### config.mk
export PLATFORM = sky130hd
export DESIGN_NAME = mac_result_collector
export DESIGN_NICKNAME = d
export VERILOG_FILES = /design/src/rtl/mac_result_collector.sv
export SDC_FILE = /design/constraint.sdc
export NUM_CORES = 1
export LEC_CHECK = 0
export BUFFER_PORTS_ARGS = -buffer_cell sky130_fd_sc_hd__buf_4
export CORE_ASPECT_RATIO = 1.2
export CORE_UTILIZATION = 35
export DETAILED_ROUTE_END_ITERATION = 16
export PLACE_DENSITY = 0.52
export SYNTH_ARGS = -nofsm -noshare
export SYNTH_HDL_FRONTEND = slang
export SYNTH_SLANG_ARGS = --single-unit
export TNS_END_PERCENT = 20
### constraint.sdc
create_clock -name clk -period 8.5 [get_ports clk]
set_clock_uncertainty 0.1 [all_clocks]
set_input_delay 1.7 -clock clk [delete_from_list [all_inputs] [get_ports clk]]
set_output_delay 1.7 -clock clk [all_outputs]
set_load 0.1 [all_outputs]
### src/rtl/mac_result_collector.sv
// Result-stream collector for the square-accumulate datapath: frames results,
// flags accumulator wrap-around, and buffers tagged words toward a ready/valid sink.
module mac_result_collector #(
  parameter int DATA_W    = 20,
  parameter int DEPTH     = 8,
  parameter int FRAME_LEN = 16
) (
  input  logic              clk,
  input  logic              reset,
  input  logic [DATA_W-1:0] f_in,
  input  logic              f_valid,
  output logic              acc_clear,
  output logic [DATA_W-1:0] out_data,
  output logic              out_last,
  output logic              out_wrap,
  output logic              out_valid,
  input  logic              out_ready,
  output logic              overflow,
  output logic              wrap_seen,
  output logic [7:0]        drop_count
);

  localparam int PTR_W = $clog2(DEPTH);
  localparam int CNT_W = (FRAME_LEN > 1) ? $clog2(FRAME_LEN) : 1;
  localparam int ENT_W = DATA_W + 2;
  localparam logic [CNT_W-1:0] LAST_CNT = CNT_W'(FRAME_LEN - 1);
  localparam logic [PTR_W:0]   FULL_OCC = (PTR_W + 1)'(DEPTH);

  // Entry layout: {wrap, last, data}
  logic [ENT_W-1:0]  mem_q [DEPTH];
  logic [ENT_W-1:0]  head;

  logic [PTR_W-1:0]  wr_ptr_q, wr_ptr_d, rd_ptr_q, rd_ptr_d;
  logic [PTR_W:0]    occ_q, occ_d;
  logic [CNT_W-1:0]  cnt_q, cnt_d;
  logic [DATA_W-1:0] prev_f_q, prev_f_d;
  logic              frame_wrap_q, frame_wrap_d;
  logic              wrap_seen_q, wrap_seen_d;
  logic              overflow_q, overflow_d;
  logic [7:0]        drop_count_q, drop_count_d;
  logic              acc_clear_q, acc_clear_d;

  logic is_last, detect, tag_wrap, full, push, pop, drop;

  always_comb begin
    is_last  = f_valid && (cnt_q == LAST_CNT);
    // prev_f is zero at frame start, so the first sample can never compare low.
    detect   = f_valid && (cnt_q != '0) && (f_in < prev_f_q);
    tag_wrap = frame_wrap_q || detect;
    full     = (occ_q == FULL_OCC);
    pop      = (occ_q != '0) && out_ready;
    push     = f_valid && (!full || pop);
    drop     = f_valid && full && !pop;

    cnt_d        = cnt_q;
    prev_f_d     = prev_f_q;
    frame_wrap_d = frame_wrap_q;
    if (f_valid) begin
      cnt_d        = is_last ? '0 : cnt_q + 1'b1;
      prev_f_d     = is_last ? '0 : f_in;
      frame_wrap_d = is_last ? 1'b0 : tag_wrap;
    end

    acc_clear_d  = is_last;
    wrap_seen_d  = wrap_seen_q || detect;
    overflow_d   = overflow_q || drop;
    drop_count_d = drop_count_q;
    if (drop && (drop_count_q != 8'hFF)) drop_count_d = drop_count_q + 8'd1;

    wr_ptr_d = push ? wr_ptr_q + 1'b1 : wr_ptr_q;
    rd_ptr_d = pop  ? rd_ptr_q + 1'b1 : rd_ptr_q;
    occ_d    = occ_q;
    case ({push, pop})
      2'b10:   occ_d = occ_q + 1'b1;
      2'b01:   occ_d = occ_q - 1'b1;
      default: occ_d = occ_q;
    endcase
  end

  always_ff @(posedge clk) begin
    if (reset) begin
      wr_ptr_q     <= '0;
      rd_ptr_q     <= '0;
      occ_q        <= '0;
      cnt_q        <= '0;
      prev_f_q     <= '0;
      frame_wrap_q <= 1'b0;
      wrap_seen_q  <= 1'b0;
      overflow_q   <= 1'b0;
      drop_count_q <= 8'd0;
      acc_clear_q  <= 1'b0;
    end else begin
      wr_ptr_q     <= wr_ptr_d;
      rd_ptr_q     <= rd_ptr_d;
      occ_q        <= occ_d;
      cnt_q        <= cnt_d;
      prev_f_q     <= prev_f_d;
      frame_wrap_q <= frame_wrap_d;
      wrap_seen_q  <= wrap_seen_d;
      overflow_q   <= overflow_d;
      drop_count_q <= drop_count_d;
      acc_clear_q  <= acc_clear_d;
    end
  end

  // Storage needs no reset; stale contents are masked by out_valid below.
  always_ff @(posedge clk) begin
    if (push) mem_q[wr_ptr_q] <= {tag_wrap, is_last, f_in};
  end

  assign head       = mem_q[rd_ptr_q];
  assign out_valid  = (occ_q != '0);
  assign out_data   = out_valid ? head[DATA_W-1:0] : '0;
  assign out_last   = out_valid && head[DATA_W];
  assign out_wrap   = out_valid && head[DATA_W+1];
  assign acc_clear  = acc_clear_q;
  assign overflow   = overflow_q;
  assign wrap_seen  = wrap_seen_q;
  assign drop_count = drop_count_q;

endmodule

Yosys cells after proc, flatten, opt, wreduce, memory -nomap -nowiden
Memory sizes are Yosys's and may differ from the RTL's. A register that Yosys moved wholly into a read port is not among the register bits.
Index checks and enable logic that the tools add are counted.
{"block": "word_totals", "register_bits": 46, "latchBits": 0, "ram_bits": 176, "romBits": 0, "in_bits": 24, "output_inout_bits": 34, "wordCells": 51, "n_memories": 1}
{"memory": "mem_q", "depth": 8, "word_bits": 22, "rd": 1, "rd_clocked_by_memory_dff": 1, "wr": 1, "line": "30", "text": "logic [ENT_W-1:0] mem_q [DEPTH];"}
{"block": "op_classes", "addsub": 6, "mul": 0, "n_div": 0, "n_lt_le_gt_ge": 1, "n_eq_ne": 5, "shift": 0, "n_mux": 9, "n_bitwise": 0, "reduce_logical": 19}
{"op": "$mux 20", "n": 2}
{"op": "$lt 20x20->1", "n": 1}
{"op": "$logic_and 1x1->1", "n": 10}
{"op": "$add 4x1->4 const B", "n": 2}
{"op": "$add 8x1->8 const B", "n": 1}
{"op": "$eq 4x4->1 const B", "n": 2}
{"op": "$ne 8x8->1 const B", "n": 1}
{"op": "$pmux 4 s2", "n": 1}
{"op": "$reduce_bool 4->1", "n": 2}
{"op": "$add 3x1->3 const B", "n": 2}
{"op": "$mux 3", "n": 2}
{"op": "$logic_or 1x1->1", "n": 4}
{"op": "$mux 4", "n": 1}
{"op": "$sub 4x1->4 const B", "n": 1}
{"op": "$mux 1", "n": 3}
{"op": "$eq 2x1->1 const B", "n": 1}
{"op": "$eq 2x2->1 const B", "n": 1}
{"op": "$logic_not 1->1", "n": 2}
{"op": "$reduce_bool 2->1", "n": 1}

Depth between registers and ports, before layout
Gate-level depths: netlist of the first run.
{"block": "logic_depth", "ltp_word": 6, "mapped_depth": 11}

Worst setup path before layout of the first run
OpenSTA, ideal clock, no wires.
{"block": "synth_timing", "kind": "input to register", "startpoint": "input port out_ready", "endpoint": "memory mem_q[0][0] (netlist name) (enable)", "setup_ns": 0.429, "arrival_time_ns": 4.010, "required_ns": 7.971, "slack_ns": 3.961, "stages": 4, "path_cell_list": "and2b_1 -> a21boi_0 -> nand2b_1 -> nor3_1"}
{"block": "synth_between", "elab_chain_len": 5}
{"element": "from (decl)", "line": "17", "text": "input logic out_ready,"}
{"element": "$logic_and 1x1->1", "line": "51", "text": "pop = (occ_q != '0) && out_ready;"}
{"element": "$logic_or 1x1->1", "line": "52", "text": "push = f_valid && (!full || pop);"}
{"element": "$logic_and 1x1->1", "line": "52"}
{"element": "$mux 1", "line": "108", "text": "if (push) mem_q[wr_ptr_q] <= {tag_wrap, is_last, f_in};"}
{"element": "$mux 1 (implied by the code)", "line": "108"}
{"element": "to (decl)", "line": "30"}
No other way between the ends.

==> impl_metrics.py, run 1 <==
metrics = {
    "outcome": {
        "status": "finished, final reports clean",
    },
    "pwr": {
        "power_frac_clock_pct": 28.0,
        "ir_drop_mv": 0.211,
        "cellPowerDensity_mw_per_mm2": 314,
        "seq_power_share_pct": 37.2,
        "swShare_pct": 37.8,
        "power_frac_comb_pct": 34.8,
        "p_leak_uw": 0.00361,
        "p_sw_uw": 1280,
        "p_int_uw": 2110,
    },
    "grt": {
        "grt_start_max_net_pins": 50,
        "antenna_found_initial": 0,
        "grtUsageTotal_pct": 14.5,
        "grt_pass1_wl_um": 29800,
        "gr-total-overflow": 0,
        "grt_pass1_vias": 5375,
    },
    "timing": {
        "final_hold_viol_count": 0,
        "period_share_pct": 52.9,
        "setup_ws_ps": 4010,
        "rsz0062_at_grt": "no",
        "finalSetupViolCount": 0,
        "slew_headroom_pct": 29.9,
        "fin_tns_setup_ps": 0,
        "final_max_slew_viol_count": 0,
        "period_minus_slack_ps": 4490,
        "fmax_mhz": 223,
        "worst_slew_pin_slew_ps": 1050,
    },
    "clock_tree": {
        "numClockSinks": 225,
        "post_cts_buffers": 0,
        "cts_resized": 0,
        "clk_pin_slew_ps": 60,
        "cts_hold_buf": 0,
        "clk_latency_ps": 500,
        "cts_max_path_buffers": 3,
        "htree_levels": 1,
        "cts_buffers": 22,
        "clock-root-buffer": "clkbuf_16",
        "cts_tree": "yes",
    },
    "route": {
        "num_vias": 5037,
        "first_iter_violations": 296,
        "via_per_inst": 5.03,
        "wl_met3_um": 953,
        "drt_pass1_iterations": 4,
        "ant_nets": 0,
        "route.detailed.drc": 0,
        "maxUsedRoutingLayer": "met4",
        "wirelength_um": 18900,
        "dr_wl_met2_um": 9720,
        "wl_per_cell_um": 18.9,
        "wirelength_met1_um": 7970,
    },
    "synth": {
        "syn_inst": 591,
        "async_flop_share_pct": 0,
        "ys.flop_type": "edfxtp_1",
        "synth_seq_area_share_pct": 67.7,
        "synth_area_mm2": 0.00926,
        "avgSynthCellArea_um2": 15.7,
        "synth-warning-count": 0,
        "synth_fp_nets": 643,
        "synth_edf_count": 176,
        "ys_types": 40,
        "synth-seq-cells": 225,
    },
    "worst_hold_path": {
        "holdPathStages": 2,
        "worst_hold_path_type": "reg -> reg",
        "min_to": "overflow",
        "worstHoldStart": "overflow",
    },
    "final_layout": {
        "postLayoutCoreUtil_pct": 42.0,
        "final_area_mm2": 0.0108,
        "final_layout_size_suffix_gt1_share_pct": 23.5,
        "fin_cells": 1002,
        "fill_cells": 2315,
        "fin_nets": 708,
        "diodes": 0,
        "syn_to_final_growth_pct": 16.6,
    },
    "worst_setup_path": {
        "r2r_slack_ps": 5700,
        "critPathKind": "reg -> out",
        "r2r-end": "occ_q[3]",
        "path_max_fanout": 44,
        "reg2reg_depth": 10,
        "end_kind": "primary output",
        "cp.arrival_ps": 2690,
        "cp-start-kind": "register",
        "reg2reg_from": "occ_q[1]",
        "crit_required_ps": 6700,
    },
    "floorplan": {
        "rows": 64,
        "dieHeight_um": 180,
        "die_w_um": 150,
        "io_pins": 58,
        "initial_core_util_pct": 36.0,
        "die-area_mm2": 0.0271,
        "core_mm2": 0.0257,
    },
    "place": {
        "gp_congestion": 0.712,
        "dp_hpwl_um": 11300,
        "dpl_cell_area_mm2": 0.0101,
        "portBuffers": 57,
        "dp.cells": 962,
        "pre_cts_ws_ps": 4130,
    },
    "job": {
        "maxCapViolCount": 0,
    },
}
[synthesized netlist by cell type (2+ instances only)]
cell type,instances,area [um2]
a211oi_1,2,15.0
a21o_1,3,22.5
a21oi_1,35,175
buf_1,5,18.8
buf_2,3,15.0
buf_4,4,30.0
clkbuf_1,16,60.1
dfxtp_1,49,981
edfxtp_1,176,5290
ha_1,27,338
inv_1,29,109
mux2i_1,25,250
mux4_2,44,991
nand2_1,17,63.8
nand2b_1,26,163
nand3_1,23,115
nand4_1,4,25.0
nor2_1,54,203
nor2b_1,2,12.5
nor3_1,8,40.0
nor4_1,2,12.5
o21ai_0,7,35.0
xnor2_1,8,70.1
xor2_1,6,52.6
[power by group through the flow]
| stage | logic (uW) | clock network [uW] | registers, uW |
|---|---|---|---|
| 2_1_floorplan | 940 | 0 | 1290 |
| 3_3_place_gp | 1190 | 0 | 1280 |
| 5_1_grt | 1250 | 1020 | 1270 |
| 4_1_cts | 1200 | 978 | 1260 |
| 3_5_place_dp | 1200 | 0 | 1290 |
| 6_report | 1180 | 950 | 1260 |
[layer usage]
layer	global-route usage, %	vias to the layer above
met5	0	-
met4	3.47	0
met3	2.33	21
met2	25.5	90
met1	18.3	2582
li1	-	2344
[worst max-delay path, cell delays in order, from the launching register on]
cell and delay, ps:
dfxtp_2 310, buf_4 680, mux4_2 590, mux2i_1 260, nor2_1 70, buf_4 240
[cells by family after synthesis]
logic type               synth area share [%]
adder cells (fa/ha/maj)                  3.86
multiplexers                             13.4
AND/OR/NAND/NOR                          8.00
XOR/XNOR                                 1.32
buffers and inverters                    2.55
flip-flops                               67.7
AO/OA/AOI/OAI                            3.20
[layout make-up]
class                      count  area [um2]  area share, %
inverter                      30         113           1.04
multi-input combinational    308        2780           25.8
clock inverter                 9        90.1          0.834
sequential                   225        6270           58.0
timing repair buffer          69         518           4.80
tap                          330         413           3.82
clock buffer                  31         616           5.70
[flip-flops by register name, summed over array words and instances, names as in the netlist, 3 cells and up, named ones only]
name and count:
rd_ptr_q 3, drop_count 8, occ_q 4, mem_q 176, wr_ptr_q 3, prev_f_q 20, cnt_q 4
[worst max path at each step]
stage / to / slack (ps) / startpoint / depth (start not counted)
finish: out_wrap / 4010 / register / 5
global route: out_data[19] / 3770 / register / 5
CTS: out_data[19] / 3890 / register / 5
detailed placement: occ_q[3] / 4130 / f_valid / 10
global placement: occ_q[3] / 4210 / f_valid / 10
floorplan: mem_q[0][0] / 3960 / out_ready / 4
[layout by cell type (no fill, tap or decap), drive strengths merged, types with 2 or more instances in the layout]
master	n
xnor2	8
ha	27
mux2i	25
nor4	3
xor2	6
a21oi	35
a21o	3
buf	69
nor2	54
nand2b	26
clkinv	7
nor3	9
inv	30
edfxtp	176
dfxtp	49
nor2b	2
bufinv	2
a211oi	2
nand3	24
nand4	4
clkbuf	31
nand2	17
o21ai	7
mux4	44
[through the flow]
stage               hold WS, ps  total power (uW)
detailed placement          346              2490
finish                      351              3390
CTS                         357              3450
global placement            338              2480
floorplan                   342              2230
global route                378              3530
Note: power is estimated with default switching activity, not from simulation.
==> run 2, diff against run 1 <==
--- a/config.mk
+++ b/config.mk
@@ -5,6 +5,7 @@
 export SDC_FILE = /design/constraint.sdc
 export NUM_CORES = 1
 export LEC_CHECK = 0
+export ABC_AREA = 1
 export BUFFER_PORTS_ARGS = -buffer_cell sky130_fd_sc_hd__buf_4
 export CORE_ASPECT_RATIO = 1.2
 export CORE_UTILIZATION = 35
==> constraint.sdc (replaced) <==
create_clock -name clk -period 4.2 [get_ports clk]
set_clock_uncertainty 0.1 [all_clocks]
set_input_delay 0.84 -clock clk [delete_from_list [all_inputs] [get_ports clk]]
set_output_delay 0.84 -clock clk [all_outputs]
set_load 0.1 [all_outputs]
==> run 2 against run 1 <==
Final area rose by 4.8%; global-route usage rose by 1.4 points; wire length rose by 16%; setup slack got worse by 3300 ps; worst hold slack improved by 11 ps; sequential power rose by 110%; count of clock-buffer cells in the layout fell by 2; die area rose by 4.7%; cell count rose by 30%; critical endpoint is now out_data[5]; largest power group is now combinational logic.
==> impl_metrics.py, run 2 <==
metrics = {
    "timing": {
        "worst_slew_pin_slew_ps": 991,
        "rsz0062_at_grt": "no",
        "finalSetupViolCount": 0,
        "fmax_mhz": 282,
        "final_max_slew_viol_count": 0,
        "period_share_pct": 84.3,
        "final_hold_viol_count": 0,
        "fin_tns_setup_ps": 0,
        "slew_headroom_pct": 33.9,
        "setup_ws_ps": 659,
        "period_minus_slack_ps": 3540,
        "holdWs_ps": 362,
    },
    "clock_tree": {
        "numClockSinks": 225,
        "htree_levels": 1,
        "post_cts_buffers": 0,
        "cts_resized": 0,
        "clk_pin_slew_ps": 60,
        "cts_tree": "yes",
        "clock-root-buffer": "clkbuf_16",
        "cts_buffers": 24,
        "cts_hold_buf": 0,
        "cts_max_path_buffers": 3,
        "clk_latency_ps": 510,
    },
    "floorplan": {
        "io_pins": 58,
        "initial_core_util_pct": 35.7,
        "dieHeight_um": 184,
        "rows": 66,
        "die_w_um": 154,
        "core_mm2": 0.0272,
        "die-area_mm2": 0.0284,
    },
    "synth": {
        "synth_area_mm2": 0.00970,
        "synth_top_family_by_area": "simple AND/OR/NAND/NOR gates",
        "yosysTopAreaCell": "edfxtp_1",
        "synth-seq-cells": 225,
        "synth_xor_area_share_pct": 0.542,
        "yosysMostFrequentCell": "nor2_1",
        "synth_edf_count": 176,
        "ys.flop_type": "edfxtp_1",
        "yosys-top-cells-count": "nor2_1 (211), edfxtp_1 (176), o21ai_0 (105), nand2_1 (86), inv_1 (57)",
        "synth-warning-count": 0,
        "synth_seq_area_share_pct": 64.6,
        "synth_compound_area_share_pct": 12.4,
        "synth-simple-area-share_pct": 13.8,
        "avgSynthCellArea_um2": 10.8,
        "synth_area_leaders": "edfxtp_1 (54%), dfxtp_1 (10%), nor2_1 (8.2%)",
        "synth_fa_ha_area_share_pct": 3.69,
        "synth_top_cell_area_share_pct": 54.5,
        "async_flop_share_pct": 0,
        "synth_fp_nets": 948,
        "synthMuxAreaShare_pct": 0,
        "ys_types": 32,
        "syn_inst": 896,
    },
    "worst_setup_path": {
        "end_kind": "primary output",
        "crit_slowest_cell": "dfxtp_2",
        "cpMostUsedCell": "o21ai_0",
        "r2r-end": "occ_q[3]",
        "cp-start-kind": "register",
        "slowest_delay_ps": 980,
        "cp.arrival_ps": 2600,
        "critPathBufInv": 2,
        "critPathKind": "reg -> out",
        "reg2reg_from": "occ_q[0]",
        "path_cells": "buf_12 -> o21ai_0 -> o21ai_1 -> o21ai_0 -> nor2_1 -> buf_4",
        "critPathTopFamily": "flip-flops",
        "path_max_fanout": 50,
        "crit_required_ps": 3260,
        "r2r_slack_ps": 1320,
        "reg2reg_depth": 14,
    },
    "final_layout": {
        "largest-register": "mem_q",
        "final_common_cell": "nor2_1",
        "syn_to_final_growth_pct": 16.6,
        "final_layout_size_suffix_gt1_share_pct": 15.3,
        "diodes": 0,
        "postLayoutCoreUtil_pct": 41.7,
        "final_cell_mix": "nor2_1 (203), edfxtp_1 (176), o21ai_0 (105)",
        "fin_nets": 1000,
        "largest_reg_flops": 176,
        "final_area_mm2": 0.0113,
    },
    "route": {
        "route.detailed.drc": 0,
        "via_per_inst": 4.92,
        "ant_nets": 0,
        "num_vias": 6428,
        "wl_per_cell_um": 16.7,
        "first_iter_violations": 337,
        "wirelength_um": 21900,
        "drt_pass1_iterations": 6,
    },
    "pwr": {
        "swShare_pct": 40.9,
        "power_frac_comb_pct": 37.4,
        "p_sw_uw": 3160,
        "p_int_uw": 4560,
        "seq_power_share_pct": 33.8,
        "power_frac_clock_pct": 28.8,
        "p_leak_uw": 0.00417,
        "cellPowerDensity_mw_per_mm2": 683,
        "ir_drop_mv": 0.419,
    },
    "worst_hold_path": {
        "min_to": "wrap_seen",
        "worst_hold_path_type": "reg -> reg",
        "holdPathStages": 2,
        "worstHoldStart": "wrap_seen",
    },
    "place": {
        "dpl_cell_area_mm2": 0.0105,
        "portBuffers": 57,
        "dp_hpwl_um": 12800,
        "gp_congestion": 0.740,
        "pre_cts_ws_ps": 1130,
    },
    "grt": {
        "gr-total-overflow": 0,
        "grt_pass1_vias": 6343,
        "grt_start_max_net_pins": 89,
        "grt_pass1_wl_um": 34700,
        "grtUsageTotal_pct": 15.9,
        "antenna_found_initial": 0,
    },
    "job": {
        "maxCapViolCount": 0,
    },
    "outcome": {
        "status": "finished, final reports clean",
    },
}
-- run 2: power groups by stage --
| stage | Clock, uW | Sequential, uW | Combinational [uW] |
|---|---|---|---|
| global route | 2360 | 2630 | 3120 |
| detailed placement | 0 | 2670 | 2930 |
| floorplan | 0 | 2610 | 2330 |
| CTS | 2260 | 2620 | 2940 |
| finish | 2220 | 2610 | 2890 |
| global placement | 0 | 2670 | 2920 |
-- run 2: metal layers --
| layer | vias up | part of all wire, % | GRT usage (%) |
|---|---|---|---|
| li1 | 3196 | - | - |
| met1 | 3112 | 45 | 19.4 |
| met3 | 31 | 3.7 | 2.42 |
| met2 | 89 | 50 | 28.5 |
| met5 | - | 0 | 0 |
| met4 | 0 | 2.0 | 5.00 |
-- run 2: metrics by stage --
stage | cells | power [uW]
final | 1306 | 7730
after global routing | 1306 | 8100
after CTS | 1306 | 7820
after detailed placement | 1262 | 5590
after global placement | 1262 | 5580
after floorplan | 896 | 4940
-- run 2: layout make-up --
class                      instances  area (um2)
sequential                       225        6270
multi-input combinational        563        2970
fill                            2588       15900
timing repair buffer              73         586
tap                              340         425
clock buffer                      29         641
inverter                          61         235
clock inverter                    15         195
-- run 2: how the worst max path moves through the flow --
stage / endpoint / from / slack [ps] / depth (start not counted)
global route: out_data[5] / register / 410 / 6
floorplan: out_data[10] / occ_q[3] / 200 / 5
global placement: out_data[5] / register / 1100 / 6
CTS: out_data[5] / register / 570 / 6
finish: out_data[5] / register / 660 / 6
detailed placement: out_data[5] / register / 1130 / 6
-- run 2: kinds of logic after synthesis --
| kind of cell | after synthesis |
|---|---|
| adder cells (fa/ha/maj) | 28 |
| AO/OA/AOI/OAI | 193 |
| XOR/XNOR | 6 |
| flip-flops | 225 |
| AND/OR/NAND/NOR | 336 |
| buffers and inverters | 108 |
-- run 2: worst register-to-register path, cell delays in order, from the launching register on --
cell	delay, ps
dfxtp_1	330
nor2_1	160
nand2_1	610
nand2_1	270
inv_1	150
ha_1	270
ha_1	290
nand2_1	60
inv_1	30
o21ai_0	190
nand2_1	70
nand2_1	60
nand2_1	50
nand2_1	50
a21oi_1	50
